File: src/rtl/int_div_pkg.sv
// ----------------------------------------------------------------------------
// int_div_pkg
// Shared definitions for the 32-by-16 sequential integer divider.
//   - state_t        : divider FSM states
//   - *_W            : fixed operand / result widths
//   - ITERATIONS     : number of shift-subtract steps per divide
//   - LAST_ITER      : counter value on which the final step is taken
//   - magnitude32/16 : helpers returning |x| for optionally signed operands
// ----------------------------------------------------------------------------
package int_div_pkg;

    localparam int DIVIDEND_W = 32;
    localparam int DIVISOR_W  = 16;
    localparam int QUOT_W     = 32;
    localparam int REM_W      = 16;
    // Partial remainder is one bit wider than the divisor so the shifted
    // value can be compared against a full 16-bit unsigned divisor.
    localparam int PREM_W     = DIVISOR_W + 1;
    localparam int ITERATIONS = 32;
    localparam int CNT_W      = 5;

    localparam logic [CNT_W-1:0] LAST_ITER = CNT_W'(ITERATIONS - 1);

    typedef enum logic [1:0] {
        IDLE = 2'd0,
        DIV  = 2'd1,
        FIX  = 2'd2,
        DONE = 2'd3
    } state_t;

    // Unsigned magnitude of a possibly two's-complement value. The result
    // width equals the operand width, so the most negative value maps to
    // 2^(W-1) as an unsigned number.
    function automatic logic [DIVIDEND_W-1:0] magnitude32(
        input logic [DIVIDEND_W-1:0] x,
        input logic                  is_signed
    );
        return (is_signed && x[DIVIDEND_W-1]) ? -x : x;
    endfunction

    function automatic logic [DIVISOR_W-1:0] magnitude16(
        input logic [DIVISOR_W-1:0] x,
        input logic                 is_signed
    );
        return (is_signed && x[DIVISOR_W-1]) ? -x : x;
    endfunction

endpackage

File: src/rtl/int_div_32by16.sv
// ----------------------------------------------------------------------------
// int_div_32by16
// Sequential 32-bit by 16-bit integer divider, signed or unsigned, using a
// restoring shift-subtract algorithm (one quotient bit per clock, MSB first).
// Signed results truncate toward zero; the remainder takes the dividend sign.
// Division by zero returns Q = all ones, R = A[15:0] and raises div0.
//
// Ports
//   clk   in   1   rising-edge clock
//   rst   in   1   asynchronous active-high reset
//   start in   1   divide request, honoured only in IDLE
//   A     in  32   dividend, captured on the accepting edge
//   B     in  16   divisor, captured on the accepting edge
//   sign  in   1   1 = two's-complement divide, 0 = unsigned
//   busy  out  1   high while a divide is in progress
//   done  out  1   one-cycle pulse; Q/R/div0 valid while high
//   Q     out 32   quotient, held until overwritten or reset
//   R     out 16   remainder, held until overwritten or reset
//   div0  out  1   the current result came from a zero divisor
//
// Timing (accept on edge N): done is high from N+34 to N+35 for B != 0 and
// from N+1 to N+2 for B == 0. busy and done are registered copies of the
// FSM state, so each lags the state by one edge.
// ----------------------------------------------------------------------------
module int_div_32by16
    import int_div_pkg::*;
(
    input  logic                  clk,
    input  logic                  rst,
    input  logic                  start,
    input  logic [DIVIDEND_W-1:0] A,
    input  logic [DIVISOR_W-1:0]  B,
    input  logic                  sign,
    output logic                  busy,
    output logic                  done,
    output logic [QUOT_W-1:0]     Q,
    output logic [REM_W-1:0]      R,
    output logic                  div0
);

    // ------------------------------------------------------------------
    // State and datapath registers
    // ------------------------------------------------------------------
    state_t                state_q;
    logic [CNT_W-1:0]      cnt_q;
    logic [REM_W-1:0]      rem_q;    // settled partial remainder (< divisor)
    logic [QUOT_W-1:0]     quo_q;    // dividend bits shift out, quotient in
    logic [DIVISOR_W-1:0]  bmag_q;   // |B| (or B when unsigned)
    logic                  neg_quo_q;
    logic                  neg_rem_q;

    logic                  busy_q;
    logic                  done_q;
    logic [QUOT_W-1:0]     q_q;
    logic [REM_W-1:0]      r_q;
    logic                  div0_q;

    // ------------------------------------------------------------------
    // Combinational next values
    // ------------------------------------------------------------------
    logic [DIVIDEND_W-1:0] a_mag;
    logic [DIVISOR_W-1:0]  b_mag;
    logic [PREM_W-1:0]     rem_shift;
    logic                  rem_ge;
    logic [REM_W-1:0]      rem_d;
    logic [QUOT_W-1:0]     quo_d;
    logic [QUOT_W-1:0]     q_fix;
    logic [REM_W-1:0]      r_fix;

    always_comb begin
        // NOTE: every variable written here gets a value on every path,
        // starting with these defaults, so no latch can be inferred.
        a_mag     = '0;
        b_mag     = '0;
        rem_shift = '0;
        rem_ge    = 1'b0;
        rem_d     = '0;
        quo_d     = '0;
        q_fix     = '0;
        r_fix     = '0;

        // Operand magnitudes for the accepting edge.
        a_mag = magnitude32(A, sign);
        b_mag = magnitude16(B, sign);

        // One restoring step: bring down the next dividend bit, subtract the
        // divisor if it fits. The remainder before the step is below the
        // divisor, so the restored/subtracted result always fits 16 bits.
        rem_shift = {rem_q, quo_q[QUOT_W-1]};
        rem_ge    = (rem_shift >= {1'b0, bmag_q});
        rem_d     = REM_W'(rem_ge ? (rem_shift - {1'b0, bmag_q}) : rem_shift);
        quo_d     = {quo_q[QUOT_W-2:0], rem_ge};

        // Sign correction. Negating a quotient magnitude of 2^31 wraps back
        // to 32'h8000_0000, which is the intended result for MIN / -1.
        q_fix = neg_quo_q ? -quo_q : quo_q;
        r_fix = neg_rem_q ? -rem_q : rem_q;
    end

    // ------------------------------------------------------------------
    // FSM, datapath and registered outputs
    // ------------------------------------------------------------------
    // NOTE: all state below is updated with non-blocking assignments so
    // every register samples the pre-edge values of the others.
    always_ff @(posedge clk or posedge rst) begin
        if (rst) begin
            state_q   <= IDLE;
            cnt_q     <= '0;
            rem_q     <= '0;
            quo_q     <= '0;
            bmag_q    <= '0;
            neg_quo_q <= 1'b0;
            neg_rem_q <= 1'b0;
            busy_q    <= 1'b0;
            done_q    <= 1'b0;
            q_q       <= '0;
            r_q       <= '0;
            div0_q    <= 1'b0;
        end else begin
            // Status outputs mirror the current state one edge later.
            busy_q <= (state_q == DIV) || (state_q == FIX);
            done_q <= (state_q == DONE);

            case (state_q)
                IDLE: begin
                    if (start) begin
                        neg_quo_q <= sign & (A[DIVIDEND_W-1] ^ B[DIVISOR_W-1]);
                        neg_rem_q <= sign & A[DIVIDEND_W-1];
                        cnt_q     <= '0;
                        rem_q     <= '0;
                        if (B == '0) begin
                            // Zero divisor: the result is fixed, skip DIV/FIX.
                            q_q     <= '1;
                            r_q     <= A[REM_W-1:0];
                            div0_q  <= 1'b1;
                            quo_q   <= '0;
                            bmag_q  <= '0;
                            state_q <= DONE;
                        end else begin
                            quo_q   <= a_mag;
                            bmag_q  <= b_mag;
                            state_q <= DIV;
                        end
                    end
                end

                DIV: begin
                    rem_q <= rem_d;
                    quo_q <= quo_d;
                    cnt_q <= cnt_q + CNT_W'(1);
                    // Counter wraps to zero on the last step.
                    if (cnt_q == LAST_ITER) begin
                        state_q <= FIX;
                    end
                end

                FIX: begin
                    q_q     <= q_fix;
                    r_q     <= r_fix;
                    div0_q  <= 1'b0;
                    state_q <= DONE;
                end

                DONE: begin
                    state_q <= IDLE;
                end

                default: begin
                    state_q <= IDLE;
                end
            endcase
        end
    end

    assign busy = busy_q;
    assign done = done_q;
    assign Q    = q_q;
    assign R    = r_q;
    assign div0 = div0_q;

endmodule

File: config.mk
export PLATFORM = sky130hd
export DESIGN_NAME = int_div_32by16
export DESIGN_NICKNAME = d
export VERILOG_FILES = /design/src/rtl/int_div_pkg.sv /design/src/rtl/int_div_32by16.sv
export SDC_FILE = /design/constraint.sdc
export NUM_CORES = 1
export LEC_CHECK = 0
export ABC_AREA = 1
export BUFFER_PORTS_ARGS = -buffer_cell sky130_fd_sc_hd__buf_4
export CORE_ASPECT_RATIO = 1.75
export CORE_MARGIN = 2
export CORE_UTILIZATION = 45
export CTS_CLUSTER_DIAMETER = 50
export DETAILED_ROUTE_END_ITERATION = 12
export REMOVE_ABC_BUFFERS = 1
export SLEW_MARGIN = 5
export SYNTH_ARGS = -nofsm -noshare
export SYNTH_HDL_FRONTEND = slang
export SYNTH_SLANG_ARGS = --single-unit
File: constraint.sdc
create_clock -name clk -period 9.4 [get_ports clk]
set_clock_uncertainty 0.2 [all_clocks]
set_input_delay 2.35 -clock clk [delete_from_list [all_inputs] [get_ports clk]]
set_output_delay 2.35 -clock clk [all_outputs]
set_load 0.1 [all_outputs]
==> metrics.md, run 1 <==
| Metric | Value |
|---|---|
| Critical Path, Cell by Cell | `buf_4 -> inv_1 -> ha_1 -> nand2_2 -> nor2_2 -> nand3_1 -> nand2_1 -> nand2_1 -> buf_4 -> nor2_4 -> nand3_1 -> nand2_1 -> inv_1` |
| Layout cells sized above 1 | `11.8%` |
| Largest cells by area after synthesis | `dfrtp_1 35%, nand2_1 17%, nand3_1 8.2%` |
| Longest Clk Path Bufs | `2` |
| Syn Inst Count | `1344` |
| GRT Overall Usage | `27.2%` |
| Crit-path max FO | `39` |
| Routing usage on met3 | `3.70%` |
| Clk slew on worst S/H paths | `0.06 ns` |
| Vias in the first global route | `8421` |
| Root Buffer | `clkbuf_16` |
| Register bit count reported by yosys | `124` |
| Worst R2R End | `Q[20]` |
| GPL Wtd Cong | `0.943` |
| Yosys top cell area share | `34.9%` |
| Clock Latency Late Sink | `0.43 ns` |
| Post-CTS Setup Inserts | `0` |
| Critical R2R Launch | `state_q[0]` |
| CP startpoint | `B[0]` |
| Distinct cells, synth | `39` |
| Global Route met1 Usage | `27.8%` |
| Reg2reg setup slack | `6.28 ns` |
| Initial drt markers | `437` |
| Asr flop ratio synth | `100%` |
| Most common cell on crit path | `nand2_1` |
| Layout fillers | `2034` |
| Max-cap violations | `0` |
| Area leader, netlist | `dfrtp_1` |
| N_diodes | `0` |
| Worst Reg-to-Reg Cells | `7` |
| Port Buffers | `102` |
| Hold Path Class | `register to register` |
| F_max | `0.225 GHz` |
| Minimum clock period | `4.45 ns` |
| Final hold vios | `0` |
| Largest net degree at the start of global routing | `79` |
| Post-route clock period utilization | `47.3%` |
| Peak supply drop | `0.260 mV` |
| Hold Path Sink | `bmag_q[13]` |
| Sequential cell area | `3100 sq um` |
| Seq/Total Area, Yosys | `34.9%` |
| Launch point of the worst hold path | `bmag_q[13]` |
| Die Y | `190 microns` |
| # hold bufs at CTS | `0` |
| Predominant post-synthesis flop cell | `dfrtp_1` |
| CTS Buf Count | `17` |
| DP Worst Slack | `4.49 ns` |
| Max Slew Vio Count | `0` |
| H-tree Lvls | `4` |
| Gr ovfl total | `0` |
| Die ar. | `21000 sq um` |
| Synth top cells by count | `399 x nand2_1, 183 x inv_1, 155 x nor2_1` |
| DRC Markers | `0` |
| Vias | `8786` |
| CTS resizes | `0` |
| Setup slack after layout | `4.95 ns` |
| Initial core utilization | `45.5%` |
| Core area | `19600 sq um` |
| Core Rows | `68` |
| Critical path's largest stage delay | `0.75 ns` |
| Yosys Warn Count | `0` |
| Nets@finish | `1512` |
| CTS tree | `yes` |
| Synthesized cell area | `8900 sq um` |
| Critical Path AT | `4.57 ns` |
| Hold Path Stages | `2` |
| Initial antenna violation count | `0` |
| TritonRoute pass-1 iters | `5` |
| RSZ-0062 raised after global routing | `false` |
| Startpoint types | `input pin` |
| Final wirelength | `27.5 mm` |
| Die W | `110 microns` |
| Critical Path RT | `9.52 ns` |
| Routed WL per cell | `16.3 microns` |
| I/O Pins | `103` |
| Worst relative slew slack | `30.5%` |
| HPWL Detailed | `21.5 mm` |
| Pwr dens | `431 nW/um^2` |
| Status | `finished, final reports clean` |
| Critical Path End Type | `register` |
| Critical path's slowest cell | `nor2_4` |
| First-pass GRT wire length | `43.3 mm` |
| Aggregate negative setup slack | `0 ns` |
| Worst Setup Path Type | `input pin to register` |
| LEAKAGE | `5.31 nW` |
| Multi-input gate area | `4890 sq um` |
| Worst Tran Pin Value | `1.04 ns` |
| # clock sinks | `124` |
| Via/cell ratio | `5.20` |
| Setup Viol. Count Final | `0` |
| Remaining antenna violation count | `0` |
| Global route hottest layer | `met2` |
| Area grow syn2layout | `18.5%` |
| EDFF count, synth | `0` |
| Syn_area_per_cell | `6.62 sq um` |
| Most common cell in the synthesized netlist | `nand2_1` |
| M2 GR Usage | `52.3%` |
[stage by stage]
stage | total power, W | utilization, % | std cells | hold slack, ns | area (sq um)
3_5_place_dp | 0.00374 | 50.2 | 1659 | 0.271 | 9830
6_report | 0.00454 | 53.9 | 1691 | 0.287 | 10500
5_1_grt | 0.00490 | 53.9 | 1691 | 0.324 | 10500
4_1_cts | 0.00456 | 53.9 | 1691 | 0.287 | 10500
2_1_floorplan | 0.00303 | - | 1304 | 0.249 | 8700
3_3_place_gp | 0.00372 | 50.2 | 1659 | 0.267 | 9830
[worst max path at each step]
stage / to / slack, ns / cells after the start
floorplan: Q[0] / 3.55 / 1
global route: Q[23] / 4.67 / 13
detailed placement: Q[20] / 4.49 / 13
CTS: Q[20] / 4.94 / 13
global placement: Q[31] / 4.59 / 13
finish: Q[20] / 4.95 / 13
[metal layers]
metal,vias to the layer above,wire [microns]
met3,58,880
li1,4495,-
met1,4058,9860
met5,-,0
met2,175,15500
met4,0,1260
[final cells by class]
type,instances,area share [%]
Clock buffer,17,4.03
Clock inverter,15,2.78
Inverter,186,6.64
Multi-Input combinational cell,994,46.4
Sequential cell,124,29.4
Tap cell,245,2.91
Timing Repair Buffer,110,7.83
[where the power goes]
part	total, W	internal, W	switching [W]	leakage, nW
sequential	0.00100	0.000777	0.000228	1.45
clock	0.000804	0.000551	0.000253	0.347
combinational	0.00273	0.000788	0.00194	3.51
total	0.00454	0.00212	0.00243	5.31
[cells by family after synthesis]
family	after synthesis	share of synthesized area (%)
fa+ha+maj	27	3.88
simple gates	753	35.4
xor+xnor	42	4.13
compound gates	172	11.6
flops	124	34.9
buf+inv	226	10.1
[critical path: cells and delay by family]
family	cells	cell delay, ns
simple gates	8	1.57
fa+ha+maj	1	0.19
buf+inv	4	0.44
[registers in the layout, indices dropped and copies added (netlist names), 2 cells and up]
register and count:
bmag_q 16, R 16, quo_q 32, Q 32, state_q 2, cnt_q 5
rem_q 16
[placed cells by master (no fill, tap or decap), drive strengths merged, types with 12 or more instances in the layout]
cell type / Yosys / routed
dfrtp: 124 / 124
a21oi: 42 / 42
inv: 185 / 186
clkbuf: 19 / 17
nand3: 145 / 145
o22ai: 28 / 28
o21bai: 14 / 14
a31oi: 12 / 12
buf: 21 / 110
nand4: 17 / 17
nor2: 164 / 164
ha: 26 / 26
nand2: 401 / 401
o21ai: 51 / 51
xor2: 32 / 32
Note: power is estimated with default switching activity, not from simulation.
==> inputs of run 2 (changes only) <==
--- a/config.mk
+++ b/config.mk
@@ -12,6 +12,7 @@
 export CORE_UTILIZATION = 45
 export CTS_CLUSTER_DIAMETER = 50
 export DETAILED_ROUTE_END_ITERATION = 12
+export PLACE_DENSITY = 0.67
 export REMOVE_ABC_BUFFERS = 1
 export SLEW_MARGIN = 5
 export SYNTH_ARGS = -nofsm -noshare
==> constraint.sdc (replaced) <==
create_clock -name clk -period 3.9 [get_ports clk]
set_clock_uncertainty 0.2 [all_clocks]
set_input_delay 0.975 -clock clk [delete_from_list [all_inputs] [get_ports clk]]
set_output_delay 0.975 -clock clk [all_outputs]
set_load 0.1 [all_outputs]
==> run 2 against run 1 <==
Against the previous run: sequential cell count unchanged; clock-buffer cell count rose by 7; utilization about the same; clock power increased by 110%; die area stayed put; wire length down 1.0%; global-route usage rose by 0.12 points; setup slack worse by 4.2 ns; hold slack worse by 0.0050 ns; critical path type unchanged; via count is 2.6% higher; combinational power is 140% higher; critical path depth down 2.
==> metrics.md, run 2 (synthesized netlist as in run 1, its figures left out) <==
| Metric | Value |
|---|---|
| Initial core utilization | `45.5% (unchanged)` |
| Post-route clock period utilization | `79.7%` |
| Die Y | `190 microns (unchanged)` |
| Setup Viol. Count Final | `0 (unchanged)` |
| Gr ovfl total | `0 (unchanged)` |
| Most frequent cells in the layout | `399 x nand2_1, 182 x inv_1, 155 x nor2_1` |
| Max-cap violations | `0 (unchanged)` |
| Remaining antenna violation count | `0 (unchanged)` |
| Longest Clk Path Bufs | `2 (unchanged)` |
| Die W | `110 microns (unchanged)` |
| First-pass GRT wire length | `43.6 mm (+0.91%)` |
| GPL Wtd Cong | `1.02 (+8.3%)` |
| Vias in the first global route | `8972 (+6.5%)` |
| Critical Path AT | `3.22 ns (-1.35 ns)` |
| CTS Buf Count | `17 (unchanged)` |
| HPWL Detailed | `21.7 mm (+1.2%)` |
| F_max | `0.322 GHz` |
| Sequential cell area | `3100 sq um (unchanged)` |
| Stages on worst setup path | `11 (-2)` |
| GRT Overall Usage | `27.3% (+0.12 points)` |
| Worst R2R End | `Q[2]` |
| Critical path's largest stage delay | `0.60 ns (-0.15 ns)` |
| Design Power | `0.0108 W (+140%)` |
| Final hold vios | `0 (unchanged)` |
| N_diodes | `0 (unchanged)` |
| TritonRoute pass-1 iters | `5 (unchanged)` |
| Worst Reg-to-Reg Cells | `8 (+1)` |
| Vias | `9016 (+2.6%)` |
| Hold Path Stages | `2 (unchanged)` |
| Core Rows | `68 (unchanged)` |
| Critical R2R Launch | `state_q[0]` |
| Nets@finish | `1523 (+0.73%)` |
| Core area | `19600 sq um (unchanged)` |
| CTS tree | `yes` |
| Critical Path End Type | `register` |
| Worst relative slew slack | `45.5% (+15 points)` |
| Inst Count DP | `1670 (+0.66%)` |
| Peak supply drop | `0.612 mV (+140%)` |
| Startpoint types | `input pin` |
| Initial drt markers | `464 (+6.2%)` |
| Worst Setup Path Type | `input pin to register` |
| RSZ-0062 raised after global routing | `false` |
| Initial antenna violation count | `0 (unchanged)` |
| Pwr dens | `1020 nW/um^2 (+140%)` |
| Crit-path max FO | `24 (-38%)` |
| Routed WL per cell | `16.0 microns (-1.6%)` |
| LEAKAGE | `5.33 nW (+0.39%)` |
| Port Buffers | `102 (unchanged)` |
| Multi-input gate area | `4890 sq um (unchanged)` |
| Worst Tran Pin Value | `0.817 ns (-0.226 ns)` |
| Layout fillers | `2054 (+0.98%)` |
| Critical Path, Cell by Cell | `buf_4 -> inv_1 -> ha_1 -> nand2_2 -> nor2_2 -> nand3_1 -> nand2_1 -> nand2_1 -> nor2_4 -> buf_4 -> a31oi_1` |
| Minimum clock period | `3.11 ns` |
| WP buf/inv | `3 (-1)` |
| Clk slew on worst S/H paths | `0.05 ns (about the same)` |
| Final wirelength | `27.2 mm (-1.0%)` |
| Max Slew Vio Count | `0 (unchanged)` |
| Critical path's slowest cell | `nor2_4` |
| # hold bufs at CTS | `0 (unchanged)` |
| Hold Path Sink | `Q[16]` |
| Post-CTS Setup Inserts | `0 (unchanged)` |
| Cell Count, Final, Fillers Out | `1701 (+0.59%)` |
| Root Buffer | `clkbuf_16` |
| I/O Pins | `103 (unchanged)` |
| Largest net degree at the start of global routing | `45 (-43%)` |
| Commonest non-fill, non-tap cell in the layout | `nand2_1` |
| Top Family by Delay on Critical Path | `simple AND/OR/NAND/NOR gates` |
| Launch point of the worst hold path | `Q[16]` |
| DRC Markers | `0 (unchanged)` |
| H-tree Lvls | `4 (unchanged)` |
| Via/cell ratio | `5.30 (+2.0%)` |
| Status | `finished, final reports clean` |
| # clock sinks | `124 (unchanged)` |
| Fin util | `53.9% (about the same)` |
| Area grow syn2layout | `18.6% (about the same)` |
| Die ar. | `21000 sq um (unchanged)` |
| Clock Latency Late Sink | `0.44 ns (about the same)` |
| CTS resizes | `0 (unchanged)` |
| Critical Path RT | `4.01 ns (-5.51 ns)` |
| Reg2reg setup slack | `0.86 ns (-5.42 ns)` |
| Layout cells sized above 1 | `12.2% (+0.40 points)` |
| Hold Path Class | `register to register` |
[run 2: metal layers]
metal / global-route usage, % / vias to the layer above / routed length (microns)
met5: 0 / - / 0
li1: - / 4508 / -
met1: 26.2 / 4178 / 9240
met2: 52.2 / 252 / 15400
met4: 16.2 / 0 / 1500
met3: 4.49 / 78 / 1100
[run 2: cell type report]
type	count	share of cell area (%)
clock inverter	7	1.28
sequential	124	29.4
inverter	186	6.64
timing repair buffer	121	8.73
tap	245	2.90
clock buffer	24	4.66
multi-input combinational	994	46.4
[run 2: worst max path at each step]
stage / endpoint / from / slack, ns
6_report: Q[2] / B[0] / 0.79
5_1_grt: Q[2] / B[0] / 0.62
4_1_cts: Q[2] / B[0] / 0.80
3_5_place_dp: Q[2] / B[0] / 0.37
3_3_place_gp: Q[7] / B[0] / 0.46
2_1_floorplan: Q[0] / rst / -0.57
[run 2: per-stage QoR]
stage | setup TNS (ns) | area (sq um) | worst slack (ns) | hold slack (ns)
final | 0 | 10600 | 0.791 | 0.282
after global routing | 0 | 10600 | 0.617 | 0.326
after CTS | 0 | 10600 | 0.801 | 0.285
after detailed placement | 0 | 9930 | 0.369 | 0.270
after global placement | 0 | 9930 | 0.456 | 0.267
after floorplan | -71.20 | 8700 | -0.574 | 0.249
[run 2: tightest hold or removal path, cell delays in order, from the launching register on]
cell	delay (ns)
dfrtp_1	0.34
nand2_1	0.05
nand2_1	0.05
[run 2: power by group]
part	switching, W	total [W]	internal, W
Clock	0.000570	0.00170	0.00113
Sequential	0.000578	0.00245	0.00187
Combinational	0.00472	0.00666	0.00194
==> inputs of run 3 (changes only) <==
==> constraint.sdc (replaced) <==
create_clock -name clk -period 2.8 [get_ports clk]
set_clock_uncertainty 0.2 [all_clocks]
set_input_delay 0.7 -clock clk [delete_from_list [all_inputs] [get_ports clk]]
set_output_delay 0.7 -clock clk [all_outputs]
set_load 0.1 [all_outputs]
==> run 3 against run 2 <==
Against the previous run: clock power up 33%; via count down 0.12%; non-clock buffer count up 30; critical path type is now register to register; largest cell class unchanged.
==> metrics.md, run 3 (synthesized netlist as in run 1, its figures left out) <==
| Metric | Value |
|---|---|
| Die Y | `190 microns (unchanged)` |
| Crit-path max FO | `4 (-83%)` |
| Worst R2R End | `rem_q[14]` |
| Core area | `19600 sq um (unchanged)` |
| Final hold vios | `0 (unchanged)` |
| Critical path's largest stage delay | `0.41 ns (-0.19 ns)` |
| Most common cell on crit path | `nand2_1` |
| Critical Path End Type | `register` |
| DP Worst Slack | `-0.231 ns (-0.600 ns)` |
| Layout fillers | `2022 (-1.6%)` |
| Status | `finished, final reports clean` |
| Setup slack after layout | `0.325 ns (-0.466 ns)` |
| H-tree Lvls | `4 (unchanged)` |
| Max-cap violations | `0 (unchanged)` |
| Final wirelength | `28.2 mm (+3.5%)` |
| GPL Wtd Cong | `0.957 (-6.3%)` |
| TritonRoute pass-1 iters | `5 (unchanged)` |
| Critical R2R Launch | `quo_q[31]` |
| Setup Viol. Count Final | `0 (unchanged)` |
| Nets@finish | `1553 (+2.0%)` |
| Initial drt markers | `388 (-16%)` |
| LEAKAGE | `5.47 nW (+2.7%)` |
| # clock sinks | `124 (unchanged)` |
| Most frequent cells in the layout | `399 x nand2_1, 182 x inv_1, 155 x nor2_1` |
| Worst Tran Pin Value | `0.584 ns (-0.233 ns)` |
| CTS tree | `yes` |
| Port Buffers | `102 (unchanged)` |
| # hold bufs at CTS | `0 (unchanged)` |
| Gr ovfl total | `0 (unchanged)` |
| Core Rows | `68 (unchanged)` |
| Largest net degree at the start of global routing | `41 (-8.9%)` |
| Post-route clock period utilization | `88.4%` |
| Final instance area | `10800 sq um (+2.5%)` |
| Layout cells sized above 1 | `14.0% (+1.8 points)` |
| Area post-placement | `10200 sq um (+2.8%)` |
| First-pass GRT wire length | `44.2 mm (+1.2%)` |
| I/O Pins | `103 (unchanged)` |
| Vias in the first global route | `8928 (-0.49%)` |
| Longest Clk Path Bufs | `2 (unchanged)` |
| Clk slew on worst S/H paths | `0.06 ns (about the same)` |
| N_diodes | `0 (unchanged)` |
| DRC Markers | `0 (unchanged)` |
| Critical Path RT | `2.92 ns (-1.09 ns)` |
| Initial core utilization | `45.5% (unchanged)` |
| Worst relative slew slack | `61.0% (+16 points)` |
| Critical path's slowest cell | `dfrtp_1` |
| Via/cell ratio | `5.20 (-1.9%)` |
| F_max | `0.404 GHz` |
| Root Buffer | `clkbuf_16` |
| Die ar. | `21000 sq um (unchanged)` |
| Critical Path, Cell by Cell | `inv_1 -> ha_1 -> inv_1 -> fa_1 -> nand3_1 -> nand3_1 -> nand2_1 -> nand2_1 -> nand2_1 -> nand2_1 -> nand2_1 -> nand3_1 -> nand2_1 -> nand2_1` |
| Routed WL per cell | `16.3 microns (+1.7%)` |
| Die W | `110 microns (unchanged)` |
| Hold_ws | `0.105 ns (-0.178 ns)` |
| HPWL Detailed | `22.7 mm (+4.4%)` |
| Critical Path AT | `2.59 ns (-0.63 ns)` |
| Initial antenna violation count | `0 (unchanged)` |
| Reg2reg setup slack | `0.33 ns (-0.53 ns)` |
| Minimum clock period | `2.47 ns` |
| Hold Path Class | `input pin to asynchronous set/reset pin` |
| GRT Overall Usage | `27.9% (+0.64 points)` |
| Max Slew Vio Count | `0 (unchanged)` |
| Worst Setup Path Type | `register to register` |
| Area grow syn2layout | `21.5%` |
| Vias | `9005 (-0.12%)` |
| Design Power | `0.0152 W (+41%)` |
| Remaining antenna violation count | `0 (unchanged)` |
| Startpoint types | `register` |
| Clock Latency Late Sink | `0.43 ns (about the same)` |
| Pwr dens | `1410 nW/um^2 (+38%)` |
| Commonest non-fill, non-tap cell in the layout | `nand2_1` |
| Worst Reg-to-Reg Cells | `14 (+6)` |
| Peak supply drop | `0.938 mV (+53%)` |
| RSZ-0062 raised after global routing | `false` |
| CTS Buf Count | `17 (unchanged)` |
run 3: changes by cell type in the layout (fill, tap and decap cells not counted), sizes merged:
cell / previous run / this run
buf: 121 / 151
bufinv: 4 / 3
clkbuf: 24 / 21
clkinv: 4 / 6
clkinvlp: 0 / 2
run 3: how the worst max path moves through the flow:
stage	start	slack [ns]	cells past startpoint	endpoint
3_5_place_dp	B[0]	-0.23	10	quo_q[9]
4_1_cts	state_q[0]	0.18	8	quo_q[9]
3_3_place_gp	B[0]	-0.13	10	quo_q[9]
2_1_floorplan	rst	-1.40	1	Q[0]
6_report	quo_q[31]	0.33	14	rem_q[14]
5_1_grt	bmag_q[10]	0.15	12	rem_q[0]
run 3: routing by layer:
| metal | wire, microns | GRT usage (%) | vias up |
|---|---|---|---|
| li1 | - | - | 4567 |
| met1 | 9870 | 26.6 | 4110 |
| met2 | 15500 | 53.0 | 232 |
| met3 | 786 | 3.70 | 96 |
| met4 | 2090 | 19.1 | 0 |
| met5 | 0 | 0 | - |
run 3: timing repair:
item                       CTS  global route
buffers inserted             0             0
resized for setup            0             2
setup endpoints to repair    0             9
run 3: critical path: cells and delay by family, from the launching register on:
| family | cells | cell delay, ns |
|---|---|---|
| DFF | 1 | 0.41 |
| adders and majority gates | 2 | 0.57 |
| and+or+nand+nor | 10 | 0.93 |
| buffers and inverters | 2 | 0.25 |
run 3: where the power goes:
| part | switching (W) | internal [W] | total, W |
|---|---|---|---|
| combinational | 0.00674 | 0.00297 | 0.00971 |
| clock | 0.000823 | 0.00144 | 0.00226 |
| sequential | 0.000660 | 0.00261 | 0.00327 |
run 3: layout make-up:
| cell class | count | area [sq um] | area share (%) |
|---|---|---|---|
| clock buffers | 21 | 460 | 4.26 |
| clock inverters | 10 | 141 | 1.31 |
| inverters | 186 | 701 | 6.48 |
| multi-input cells | 994 | 4900 | 45.4 |
| flip-flops and latches | 124 | 3100 | 28.7 |
| well taps | 245 | 307 | 2.83 |
| repair buffers | 151 | 1200 | 11.1 |
run 3: per-stage QoR:
step           utilization (%)  cells  TNS (ns)
2_1_floorplan                -   1304   -174.06
3_3_place_gp              52.1   1700    -0.772
3_5_place_dp              52.1   1700     -1.45
5_1_grt                   55.3   1731         0
4_1_cts                   55.2   1731         0
6_report                  55.3   1731         0
